[src/rtl/ps2_key_event_fifo_if.sv]
// Scan-byte input and key-event output handshake between the PS/2 receiver,
// the key-event decoder/FIFO and its consumer.
interface ps2_key_event_fifo_if;
  logic [7:0]  scan_byte;
  logic        scan_valid;
  logic [15:0] ev_data;
  logic        ev_valid;
  logic        ev_ready;

  // System side: supplies scan bytes and consumes events.
  modport master (
    output scan_byte,
    output scan_valid,
    output ev_ready,
    input  ev_data,
    input  ev_valid
  );

  // Decoder/FIFO side.
  modport slave (
    input  scan_byte,
    input  scan_valid,
    input  ev_ready,
    output ev_data,
    output ev_valid
  );
endinterface

[src/rtl/ps2_key_event_fifo.sv]
// Set-2 scan-code decoder feeding a first-word-fall-through event FIFO.
// Each event word: {break, extended, shift_held, 5'b0, code}.
module ps2_key_event_fifo #(
  parameter  int DEPTH = 8,
  localparam int CW    = $clog2(DEPTH) + 1
) (
  input  logic                  CLK,
  input  logic                  reset,
  ps2_key_event_fifo_if.slave   bus,
  output logic [CW-1:0]         fifo_count,
  output logic                  overflow,
  output logic                  shift_held
);

  localparam int AW = $clog2(DEPTH);

  typedef enum logic [1:0] {IDLE, GOT_E0, GOT_F0, GOT_E0F0} state_t;

  state_t        state;
  logic          shift_l, shift_r;
  logic          shift_l_nxt, shift_r_nxt;
  logic          is_resp, is_e0, is_f0, emit, ev_brk, ev_ext;
  logic [15:0]   ev_word;

  logic [15:0]   mem [DEPTH];
  logic [AW-1:0] wr_ptr, rd_ptr, rd_ptr_nxt;
  logic [CW-1:0] count_nxt;
  logic [15:0]   head_q, head_nxt;
  logic          valid_q;
  logic          full, pop, push, drop;

  assign bus.ev_data  = head_q;
  assign bus.ev_valid = valid_q;

  // Classify the incoming byte and form the candidate event and shift flags.
  always_comb begin
    is_resp = bus.scan_byte inside {8'h00, 8'hAA, 8'hEE, 8'hFA, 8'hFE, 8'hFF};
    is_e0   = (bus.scan_byte == 8'hE0);
    is_f0   = (bus.scan_byte == 8'hF0);
    ev_brk  = (state == GOT_F0) || (state == GOT_E0F0);
    ev_ext  = (state == GOT_E0) || (state == GOT_E0F0);
    emit    = bus.scan_valid && !is_resp && !is_e0 && !is_f0;
    ev_word = {ev_brk, ev_ext, shift_held, 5'b0, bus.scan_byte};
    shift_l_nxt = shift_l;
    shift_r_nxt = shift_r;
    if (emit && !ev_ext && bus.scan_byte == 8'h12) shift_l_nxt = !ev_brk;
    if (emit && !ev_ext && bus.scan_byte == 8'h59) shift_r_nxt = !ev_brk;
  end

  // Prefix-tracking decoder state plus registered shift flags.
  always_ff @(posedge CLK) begin
    if (reset) begin
      state      <= IDLE;
      shift_l    <= 1'b0;
      shift_r    <= 1'b0;
      shift_held <= 1'b0;
    end else if (bus.scan_valid) begin
      if (is_resp)    state <= IDLE;
      else if (is_e0) state <= GOT_E0;
      else if (is_f0) state <= ev_ext ? GOT_E0F0 : GOT_F0;
      else            state <= IDLE;
      shift_l    <= shift_l_nxt;
      shift_r    <= shift_r_nxt;
      shift_held <= shift_l_nxt | shift_r_nxt;
    end
  end

  // FIFO control; the head register bypasses the new word when the FIFO
  // would otherwise be empty after this cycle's pop.
  always_comb begin
    full       = (fifo_count == CW'(DEPTH));
    pop        = valid_q && bus.ev_ready;
    push       = emit && (!full || pop);
    drop       = emit && full && !pop;
    count_nxt  = fifo_count + CW'(push) - CW'(pop);
    rd_ptr_nxt = rd_ptr + AW'(pop);
    if (count_nxt == '0)
      head_nxt = head_q;
    else if (push && (fifo_count - CW'(pop)) == '0)
      head_nxt = ev_word;
    else
      head_nxt = mem[rd_ptr_nxt];
  end

  // Storage array: no reset needed, contents are qualified by the count.
  always_ff @(posedge CLK) begin
    if (push && !reset) mem[wr_ptr] <= ev_word;
  end

  // Pointers, count, registered head/valid and sticky overflow.
  always_ff @(posedge CLK) begin
    if (reset) begin
      wr_ptr     <= '0;
      rd_ptr     <= '0;
      fifo_count <= '0;
      head_q     <= '0;
      valid_q    <= 1'b0;
      overflow   <= 1'b0;
    end else begin
      if (push) wr_ptr <= wr_ptr + 1'b1;
      rd_ptr     <= rd_ptr_nxt;
      fifo_count <= count_nxt;
      head_q     <= head_nxt;
      valid_q    <= (count_nxt != '0);
      if (drop) overflow <= 1'b1;
    end
  end

endmodule

[src/flat_wrapper.sv]
// flat-port wrapper written by rule: the top's interface ports become plain ports
module ps2_key_event_fifo_flat 
#(
  parameter  int DEPTH = 8,
  localparam int CW    = $clog2(DEPTH) + 1
)
  (CLK, reset, fifo_count, overflow, shift_held, bus_scan_byte, bus_scan_valid, bus_ev_ready, bus_ev_data, bus_ev_valid);
  ps2_key_event_fifo_if bus_i ();
  input  logic CLK;
  input  logic reset;
  output logic [CW-1:0] fifo_count;
  output logic overflow;
  output logic shift_held;
  input wire logic [$bits(bus_i.scan_byte)-1:0] bus_scan_byte;
  input wire logic [$bits(bus_i.scan_valid)-1:0] bus_scan_valid;
  input wire logic [$bits(bus_i.ev_ready)-1:0] bus_ev_ready;
  output wire logic [$bits(bus_i.ev_data)-1:0] bus_ev_data;
  output wire logic [$bits(bus_i.ev_valid)-1:0] bus_ev_valid;
  assign bus_i.scan_byte = bus_scan_byte;
  assign bus_i.scan_valid = bus_scan_valid;
  assign bus_i.ev_ready = bus_ev_ready;
  assign bus_ev_data = bus_i.ev_data;
  assign bus_ev_valid = bus_i.ev_valid;
  ps2_key_event_fifo #(.DEPTH(DEPTH)) u_core (.CLK(CLK), .reset(reset), .bus(bus_i), .fifo_count(fifo_count), .overflow(overflow), .shift_held(shift_held));
endmodule
[config.mk]
export PLATFORM = sky130hd
export DESIGN_NAME = ps2_key_event_fifo_flat
export DESIGN_NICKNAME = d
export VERILOG_FILES = /design/src/rtl/ps2_key_event_fifo_if.sv /design/src/rtl/ps2_key_event_fifo.sv /design/src/flat_wrapper.sv
export SDC_FILE = /design/constraint.sdc
export NUM_CORES = 1
export LEC_CHECK = 0
export ABC_CLOCK_PERIOD_IN_PS = 4900
export CORE_UTILIZATION = 40
export DETAILED_ROUTE_END_ITERATION = 16
export SLEW_MARGIN = 20
export SYNTH_ARGS = -nofsm -noshare
export SYNTH_HDL_FRONTEND = slang
export SYNTH_SLANG_ARGS = --single-unit
[constraint.sdc]
create_clock -name CLK -period 4.9 [get_ports CLK]
set_clock_uncertainty 0.15 [all_clocks]
set_input_delay 1.47 -clock CLK [delete_from_list [all_inputs] [get_ports CLK]]
set_output_delay 1.47 -clock CLK [all_outputs]
set_load 0.02 [all_outputs]
; ---- Word-level counts from Yosys, hierarchy flattened
; Memory sizes are Yosys's and may differ from the RTL's.
; Index checks and enable logic that the tools add are counted.
[totals]
inputBits = 12
elab_cells = 67
output_inout_bits = 23
mem_count = 1
mem_bits_rw = 88
register_bits = 33
[mem_list]
columns = name, words, width, read_ports, rd_clocked_by_memory_dff, wr, line_no
row1 = u_core.mem, 8, 11, 1, 0, 1, ps2_key_event_fifo.sv:25  ; logic [15:0] mem [DEPTH];
[op_classes]
reduce_logical = 28
eq_ne = 13
n_mux = 9
addsub = 5
bitwise_logic = 1
[op_table]
columns = cell, n
row1 = $eq A8 B8 Y1 const B, 7
row2 = $mux W16, 1
row3 = $logic_and A1 B1 Y1, 12
row4 = $eq A8 B5 Y1 const B, 1
row5 = $eq A8 B7 Y1 const B, 1
row6 = $logic_not A1 Y1, 8
row7 = $logic_not A4 Y1, 2
row8 = $logic_not A8 Y1, 1
row9 = $sub A4 B1 Y4, 2
row10 = $mux W2, 3
row11 = $reduce_bool A6 Y1, 1
row12 = $mux W1, 5
row13 = $add A4 B1 Y4, 1
row14 = $eq A2 B2 Y1 const B, 2
row15 = $eq A4 B4 Y1 const B, 1
row16 = $reduce_bool A4 Y1, 1
row17 = $add A3 B1 Y3, 1
row18 = $add A3 B1 Y3 const B, 1
row19 = $logic_or A1 B1 Y1, 3
row20 = $eq A2 B1 Y1 const B, 1
row21 = $or A1 B1 Y1, 1

; ---- Depth between registers and ports, before layout
; Gate-level depths: netlist of run 1.
[depth]
depth_word = 10
mapped_depth = 13
depth_no_buf = 11

; ---- Worst setup path after synthesis of run 1
; No wires, ideal clock.
[synth_timing]
kind = input port to flip-flop
startpoint = input bus_scan_byte[4]
endpoint = memory u_core.mem[2][0] (netlist bit), enable pin
cell_stages = 6
arrival_ps = 3652
setup_time_ps = 408
required_time_ps = 4342
slack_ps = 690
path_cell_list = buf_6 -> xor2_1 -> a211o_1 -> a2bb2oi_1 -> nand2_1 -> nor4_1
[synth_between]
elab_chain_cells = 10
elab_cells_between_ends = 19
cone_classes = eq/ne (7) / mux (2) / reduce/logical (10)
[synth_lines]
columns = item, line_no
row1 = start: declaration, flat_wrapper.sv:14  ; input wire logic [$bits(bus_i.scan_byte)-1:0] bus_scan_byte;
row2 = $eq A8 B8 Y1 or $logic_not A8 Y1 (tied branches), ps2_key_event_fifo.sv:37  ; is_resp = bus.scan_byte inside {8'h00, 8'hAA, 8'hEE, 8'hFA, 8'hFE, 8'hFF};
row3 = $reduce_bool A6 Y1, ps2_key_event_fifo.sv:37
row4 = $logic_not A1 Y1, ps2_key_event_fifo.sv:42  ; emit = bus.scan_valid && !is_resp && !is_e0 && !is_f0;
row5 = $logic_and A1 B1 Y1 (2 in series), ps2_key_event_fifo.sv:42
row6 = $logic_and A1 B1 Y1 (*), ps2_key_event_fifo.sv:42
row7 = $logic_and A1 B1 Y1 (*), ps2_key_event_fifo.sv:73  ; push = emit && (!full || pop);
row8 = $logic_and A1 B1 Y1 (*), ps2_key_event_fifo.sv:87  ; if (push && !reset) mem[wr_ptr] <= ev_word;
row9 = $mux W1 (*), ps2_key_event_fifo.sv:87
row10 = $mux W1 (not written as such) (*), ps2_key_event_fifo.sv:87
row11 = end: declaration, ps2_key_event_fifo.sv:25
; Mark *: on every way between the ends. The rest lies on a longest branch, timed or not.

; ---- Final worst setup path of run 1
[layout_timing]
startpoint = input bus_scan_byte[0]
endpoint = register u_core.head_q[4], in the netlist u_core.bus.ev_data[4]
[layout_between]
elab_chain_cells = 10
elab_cells_between_ends = 21
cone_classes = add/sub (2) / eq/ne (7) / mux (1) / reduce/logical (11)
[layout_lines]
columns = item, line_no
row1 = $eq A8 B8 Y1 or $logic_not A8 Y1 (tied branches), ps2_key_event_fifo.sv:37
row2 = $reduce_bool A6 Y1, ps2_key_event_fifo.sv:37
row3 = $logic_not A1 Y1, ps2_key_event_fifo.sv:42
row4 = $logic_and A1 B1 Y1 (2 in series), ps2_key_event_fifo.sv:42
row5 = $logic_and A1 B1 Y1 (*), ps2_key_event_fifo.sv:42
row6 = $logic_and A1 B1 Y1 (*), ps2_key_event_fifo.sv:73
row7 = $add A4 B1 Y4, ps2_key_event_fifo.sv:75  ; count_nxt = fifo_count + CW'(push) - CW'(pop);
row8 = $sub A4 B1 Y4, ps2_key_event_fifo.sv:75
row9 = $logic_not A4 Y1, ps2_key_event_fifo.sv:77  ; if (count_nxt == '0)
row10 = end signal: assignment, ps2_key_event_fifo.sv:103  ; head_q <= head_nxt;
row11 = end: declaration, ps2_key_event_fifo.sv:28  ; logic [15:0] head_q, head_nxt;
; Marks and branches as above.
; A chain may end at the register's enable or synchronous reset.

==> results of run 1 <==
==> worst register-to-register path: cells and delay by family (launching register included) <==
family                     cells  cell delay (ps)
and+or+nand+nor                5             1220
adders and majority gates      2              600
DFF                            1              300
xor gates and xnor gates       1              240
AOI/OAI and AO/OA              1              200
buffers and inverters          1               50
==> per-layer routing <==
metal | part of all wire [%] | up-vias | wire [µm] | global-route usage (%)
met5 | 0 | - | 0 | 0
met1 | 42 | 1445 | 4530 | 23.8
li1 | - | 1344 | - | -
met2 | 49 | 90 | 5270 | 30.0
met4 | 2.4 | 0 | 257 | 7.81
met3 | 6.3 | 21 | 676 | 5.73
==> worst paths after layout <==
check                                             end  slack (ps)  depth (start not counted)
worst max-delay path            u_core.bus.ev_data[4]         360                         11
worst min-delay path                  u_core.overflow         320                          2
worst max register to register  u_core.bus.ev_data[4]        2080                         10
worst min register to register        u_core.overflow         320                          2
==> power by group <==
group          internal, µW  leakage (µW)  switching [µW]
combinational           443      0.000716             494
sequential             1150       0.00102            58.6
clock                   784      0.000286             404
==> kinds of logic after synthesis <==
logic type      share of synthesized area, %
simple gates                            7.30
buf+inv                                 3.64
fa+ha+maj                               2.95
other cells                           0.0763
compound gates                          7.48
xor+xnor                                1.07
mux                                     12.3
flops                                   65.2
==> registers in the layout, indices dropped and copies added (netlist names) <==
name / cells
u_core.shift_held: 1
u_core.state: 2
u_core.bus.ev_data: 11
u_core.mem: 88
u_core.rd_ptr: 3
u_core.overflow: 1
u_core.shift_r: 1
u_core.fifo_count: 4
u_core.bus.ev_valid: 1
u_core.shift_l: 1
u_core.wr_ptr: 3
==> through the flow <==
| stage | worst slack, ps | util [%] | hold WS, ps |
|---|---|---|---|
| 3_5_place_dp | 24.1 | 45.7 | 319 |
| 2_1_floorplan | 690 | - | 304 |
| 5_1_grt | 281 | 50.4 | 348 |
| 4_1_cts | 455 | 50.4 | 328 |
| 3_3_place_gp | 143 | 45.7 | 300 |
| 6_report | 355 | 50.4 | 324 |
==> final cells by class <==
cell class	count	area, µm²
flip-flops and latches	116	3200
fillers	1013	5960
clock buffers	18	429
multi-input cells	163	1580
well taps	147	184
clock inverters	13	141
inverters	10	37.5
repair buffers	54	478
==> cell usage in the layout (no fill, tap or decap), types with 2 or more instances in the layout <==
master           netlist  final
edfxtp_1              88     88
clkdlybuf4s50_1        0     29
dfxtp_1               28     28
buf_4                  5     25
mux4_2                22     22
clkbuf_16              0     17
or4_1                 13     13
o31ai_1               12     12
mux2i_1               11     11
a32o_1                11     11
inv_1                 10     10
ha_1                  10     10
a21oi_1                9      9
clkinv_2               0      8
nor2_1                 7      7
o21ai_0                6      6
nor2b_1                6      6
nand2_1                5      5
nand3_1                5      5
conb_1                 1      5
xor2_1                 4      4
nor3_1                 6      3
nor4_1                 5      3
nor3_2                 0      3
or3_1                  3      3
bufinv_16              0      3
and2_1                 2      2
nand4_1                2      2
nand2b_1               2      2
nor4_2                 0      2
xnor2_1                2      2
and4b_1                2      2
==> summary.txt, run 1 <==
Setup path
  – Top delay family on crit path: simple AND/OR/NAND/NOR gates
  – Slowest Stage Delay on Critical Path: 630 ps
  – CP cell instances: clkdlybuf4s50_1 -> nor4_1 -> a32oi_1 -> a2bb2oi_1 -> nand2_1 -> inv_1 -> ha_1 -> fa_1 -> xor2_1 -> and4b_1 -> a32o_1
  – Required @ worst endpoint: 5100 ps
  – CP max stage cell: clkdlybuf4s50_1
  – Launching point of the worst reg2reg path: u_core.bus.ev_valid
  – Worst Setup SP: bus_scan_byte[0]
  – Worst Setup Start Kind: input pin
  – Largest fanout on the critical path: 13
  – WS Path Type: in2reg
  – CP arrival: around 4700 ps
  – WP buf/inv: 2
  – Setup crit end kind: flop

Logic synthesis
  – Register area share after synthesis: between 60 and 70%
  – Most area-hungry cell type in the Yosys netlist: edfxtp_1
  – Post-synth EDFFs: 88
  – Mapped Area: 0.00492 mm²
  – Synth top area share: a little over half
  – Primary FF master, synth: edfxtp_1
  – Most common cell in the netlist: edfxtp_1
  – Synth Instances: 311
  – Count of cell types in the netlist: 42
  – Syn_area_per_cell: around 16 µm²
  – Post-synthesis register bit count: 116
  – Ys async rst share: 0%
  – Ranking of synthesized cells by area: edfxtp_1 (54%), dfxtp_1 (11%), mux4_2 (10%), ha_1 (2.5%), a32o_1 (2.2%)
  – Top post-synthesis cells by count: edfxtp_1 (88), dfxtp_1 (28), mux4_2 (22)
  – Syn. warnings: 0

Floorplan
  – Num rows: 40
  – Die area: 0.0127 mm²
  – Die Y-Extent: 113 µm
  – I/O pin total: 35
  – Die width: 113 µm
  – Core ar.: 0.0120 mm²
  – Initial Util: 40.9%

Timing
  – Period utilization: 92.7%
  – Final setup viols: 0
  – Max-slew violations: 0
  – Worst-Margin Slew: roughly 860 ps
  – Fin crit period: between 4000 and 5000 ps
  – TNS Setup: 0 ps
  – Max Fclk: about 0.22 GHz
  – Slew Limit Headroom: 43.0%
  – Unrepaired setup endpoints after global routing: no
  – Final Hold Fails: 0

Layout
  – Design Area, Final: 0.00605 mm²
  – N_diodes: 0
  – Post-route insts no fill: 521
  – Final nets: 385
  – Synth-to-layout area growth: 23.2%
  – Share of cells above drive strength 1: 22.2%

Placed design
  – I/O Buffers: 29
  – Placed cell count: 490
  – Placed cell area: 0.00548 mm²
  – Gp weighted congestion: 0.771
  – DPL Wire Length: 6720 µm

Power and ir drop
  – Power density cells: 551 mW/mm²
  – Pwr Total: between 3000 and 4000 µW
  – Peak supply drop: about 0.34 mV
  – Leak: 0.00203 µW

Global route
  – Initial antenna violation count: 0
  – Vias in the first global route: 3017
  – First-pass GRT wire length: roughly 17000 µm
  – Largest net degree at the start of global routing: 28
  – Grt ovf: 0
  – Total GRT Usage: 18.7%

Clocking
  – Clk sink count: 116
  – CTS tree: done
  – Clock insertion delay at the later pin of the skew report: 410 ps
  – Inserted Clock Buffers: 17
  – Longest Clk Path Bufs: 2
  – Setup bufs post-CTS: 0
  – H-tree level count: 4
  – Root Buffer: clkbuf_16
  – Reg clk slew, reported paths: 50 ps
  – Cts hold-fix bufs: 0
  – CTS resizes: 0

Route
  – Antenna Violating Nets Remaining: 0
  – Initial detailed-routing violation count: 153
  – DR WL/cell: 20.6 µm
  – First-pass detailed-route iteration total: 5
  – Vias per cell: 5.57
  – Number of vias in the routed layout: 2900
  – WL final: approximately 11000 µm
  – # DRC: 0

Hold path
  – Hold Path Class: reg2reg
  – Hold Startpoint: u_core.overflow

Run
  – Max-cap violations: 0

Outcome
  – Status: completed
No activity file was read; power rests on OpenSTA's default activity.
==> inputs of run 2 (changes only) <==
Settings changed: ABC_CLOCK_PERIOD_IN_PS 4900 to 4500.
Clock period 4.9 ns to 4.5 ns, I/O delays scaled along.
==> summary.txt, run 2 (synthesis results as in run 1) <==
Outcome
  – Status: completed (unchanged)

Clocking
  – Root Buffer: clkbuf_16 (unchanged)
  – CTS tree: done (unchanged)
  – Clock insertion delay at the later pin of the skew report: 400 ps (was 410 ps)
  – Clk sink count: 116 (unchanged)
  – Setup bufs post-CTS: 0 (unchanged)
  – Cts hold-fix bufs: 0 (unchanged)
  – Reg clk slew, reported paths: 50 ps (about the same)
  – Inserted Clock Buffers: 17 (unchanged)
  – H-tree level count: 4 (unchanged)
  – Longest Clk Path Bufs: 2 (unchanged)

Setup path
  – Slowest Stage Delay on Critical Path: 460 ps (was 630 ps)
  – Required @ worst endpoint: 4640 ps (was 5100 ps)
  – WS Path Type: in2reg (unchanged)
  – WP buf/inv: 4 (was 2)
  – Top delay family on crit path: buffers and inverters (was simple AND/OR/NAND/NOR gates)
  – Worst R2R Setup Slack: 1650 ps (was 2080 ps)
  – CP arrival: 4260 ps (was 4740 ps)
  – CP cell instances: clkdlybuf4s50_1 -> buf_4 -> nor4_1 -> a32oi_1 -> a2bb2oi_1 -> nand2_1 -> inv_1 -> ha_1 -> fa_1 -> xor2_1 -> a31oi_1 -> buf_4 -> a32o_1 (was clkdlybuf4s50_1 -> nor4_1 -> a32oi_1 -> a2bb2oi_1 -> nand2_1 -> inv_1 -> ha_1 -> fa_1 -> xor2_1 -> and4b_1 -> a32o_1)
  – CP max stage cell: nor4_1 (was clkdlybuf4s50_1)
  – Most used cell, CP: buf_4
  – Worst Setup Start Kind: input pin (unchanged)
  – Setup crit end kind: flop (unchanged)
  – Largest fanout on the critical path: 13 (unchanged)

Global route
  – Vias in the first global route: 3041 (was 3017)
  – First-pass GRT wire length: 17100 µm (was 17000 µm)
  – Grt ovf: 0 (unchanged)
  – Initial antenna violation count: 0 (unchanged)
  – Total GRT Usage: 18.6% (was 18.7%)
  – Largest net degree at the start of global routing: 28 (unchanged)

Layout
  – Commonest cells after routing, fill and taps aside: edfxtp_1 (88), clkdlybuf4s50_1 (29), buf_4 (28), dfxtp_1 (28), mux4_2 (22) (was edfxtp_1 (88), clkdlybuf4s50_1 (29), dfxtp_1 (28))
  – Fillers: 1005 (was 1013)
  – Largest Register: u_core.mem (unchanged)
  – Max FFs per register: 88 (unchanged)
  – Most common cell after layout, fill and taps aside: edfxtp_1 (unchanged)
  – Final nets: 389 (was 385)
  – Post-route insts no fill: 526 (was 521)
  – Share of cells above drive strength 1: 24.0% (was 22.2%)
  – Synth-to-layout area growth: 24.8% (was 23.2%)
  – N_diodes: 0 (unchanged)

Route
  – Initial detailed-routing violation count: 152 (was 153)
  – Vias per cell: 5.68 (was 5.57)
  – DR WL/cell: 20.9 µm (was 20.6 µm)
  – WL final: 11000 µm (was 10700 µm)
  – Number of vias in the routed layout: 2987 (was 2900)
  – Antenna Violating Nets Remaining: 0 (unchanged)
  – First-pass detailed-route iteration total: 4 (was 5)
  – # DRC: 0 (unchanged)

Timing
  – Final Hold Fails: 0 (unchanged)
  – Max-slew violations: 0 (unchanged)
  – Worst-Margin Slew: 852 ps (was 856 ps)
  – Unrepaired setup endpoints after global routing: no (unchanged)
  – Period utilization: 91.5%
  – Fin crit period: just over 4000 ps
  – Max Fclk: 0.243 GHz
  – Slew Limit Headroom: 43.2% (was 43.0%)
  – Final setup viols: 0 (unchanged)
  – TNS Setup: 0 ps (unchanged)

Floorplan
  – Core ar.: 0.0120 mm² (unchanged)
  – Die width: 113 µm (unchanged)
  – I/O pin total: 35 (unchanged)
  – Initial Util: 40.9% (unchanged)
  – Die Y-Extent: 113 µm (unchanged)
  – Num rows: 40 (unchanged)
  – Die area: 0.0127 mm² (unchanged)

Placed design
  – DPL Wire Length: 6690 µm (was 6720 µm)
  – Gp weighted congestion: 0.778 (was 0.771)
  – I/O Buffers: 29 (unchanged)
  – Placed cell count: 494 (was 490)

Power and ir drop
  – Logic pwr share: 27.9% (was 28.1%)
  – Switching power: 1100 µW (was 957 µW)
  – Int Pwr: 2630 µW (was 2380 µW)
  – Peak supply drop: 0.333 mV (was 0.344 mV)
  – Power density cells: 608 mW/mm² (was 551 mW/mm²)
  – Clock Power Share: 36.6% (was 35.6%)
  – Sw frac: 29.5% (was 28.7%)
  – Leak: 0.00205 µW (was 0.00203 µW)
  – Flop pwr share: 35.5% (was 36.3%)

Hold path
  – Hold Path Class: reg2reg (unchanged)

Run
  – Max-cap violations: 0 (unchanged)
run 2: final timing paths:
| check | startpoint | endpoint | cells past startpoint |
|---|---|---|---|
| worst min-delay path | u_core.overflow | u_core.overflow | 2 |
| worst min register to register | u_core.overflow | u_core.overflow | 2 |
| worst max-delay path | bus_scan_byte[0] | u_core.bus.ev_data[14] | 13 |
| worst max register to register | u_core.bus.ev_valid | u_core.bus.ev_data[6] | 8 |
run 2: what timing repair did:
action | 4_1_cts | 5_1_grt
gates resized for setup | 0 | 1
endpoints found under the hold margin | 0 | 0
setup endpoints to repair | 0 | 1
run 2: power by group through the flow:
stage               Sequential [µW]  Combinational (µW)  Clock, µW
detailed placement             1340                1040          0
finish                         1320                1040       1370
global placement               1340                1030          0
global route                   1330                1130       1430
CTS                            1320                1050       1380
floorplan                      1390                 640          0
run 2: cell type report:
class	instances	area, µm²	share of cell area [%]
flip-flops and latches	116	3200	52.2
multi-input cells	163	1580	25.8
repair buffers	58	520	8.49
clock buffers	17	425	6.94
well taps	147	184	3.00
clock inverters	15	180	2.94
inverters	10	37.5	0.612
run 2: per-layer routing:
layer | global-route usage (%) | up-vias | part of all wire [%]
met5 | 0 | - | 0
met4 | 6.75 | 0 | 1.4
met3 | 4.87 | 12 | 4.6
met2 | 30.6 | 97 | 49
met1 | 23.9 | 1524 | 45
li1 | - | 1354 | -
run 2: worst reg2reg max path: cells and delay by family, from the launching register on:
family / cells / cell delay [ps]
fa+ha+maj: 2 / 520
flops: 1 / 340
buf+inv: 2 / 310
simple gates: 3 / 1160
compound gates: 1 / 270
run 2: per-stage QoR:
step	util [%]	area, µm²	setup WS [ps]	hold slack [ps]	power [µW]
2_1_floorplan	-	4930	410	304	2030
3_3_place_gp	46.0	5530	-10.9	300	2370
3_5_place_dp	46.0	5530	-91.7	307	2390
4_1_cts	51.1	6130	299	323	3760
5_1_grt	51.1	6130	109	338	3890
6_report	51.1	6130	381	319	3730
==> inputs of run 3 (changes only) <==
Settings changed: TNS_END_PERCENT from default to 100.
==> results of run 3 <==
The final DEF is identical to that of run 2; final timing and power are the same.
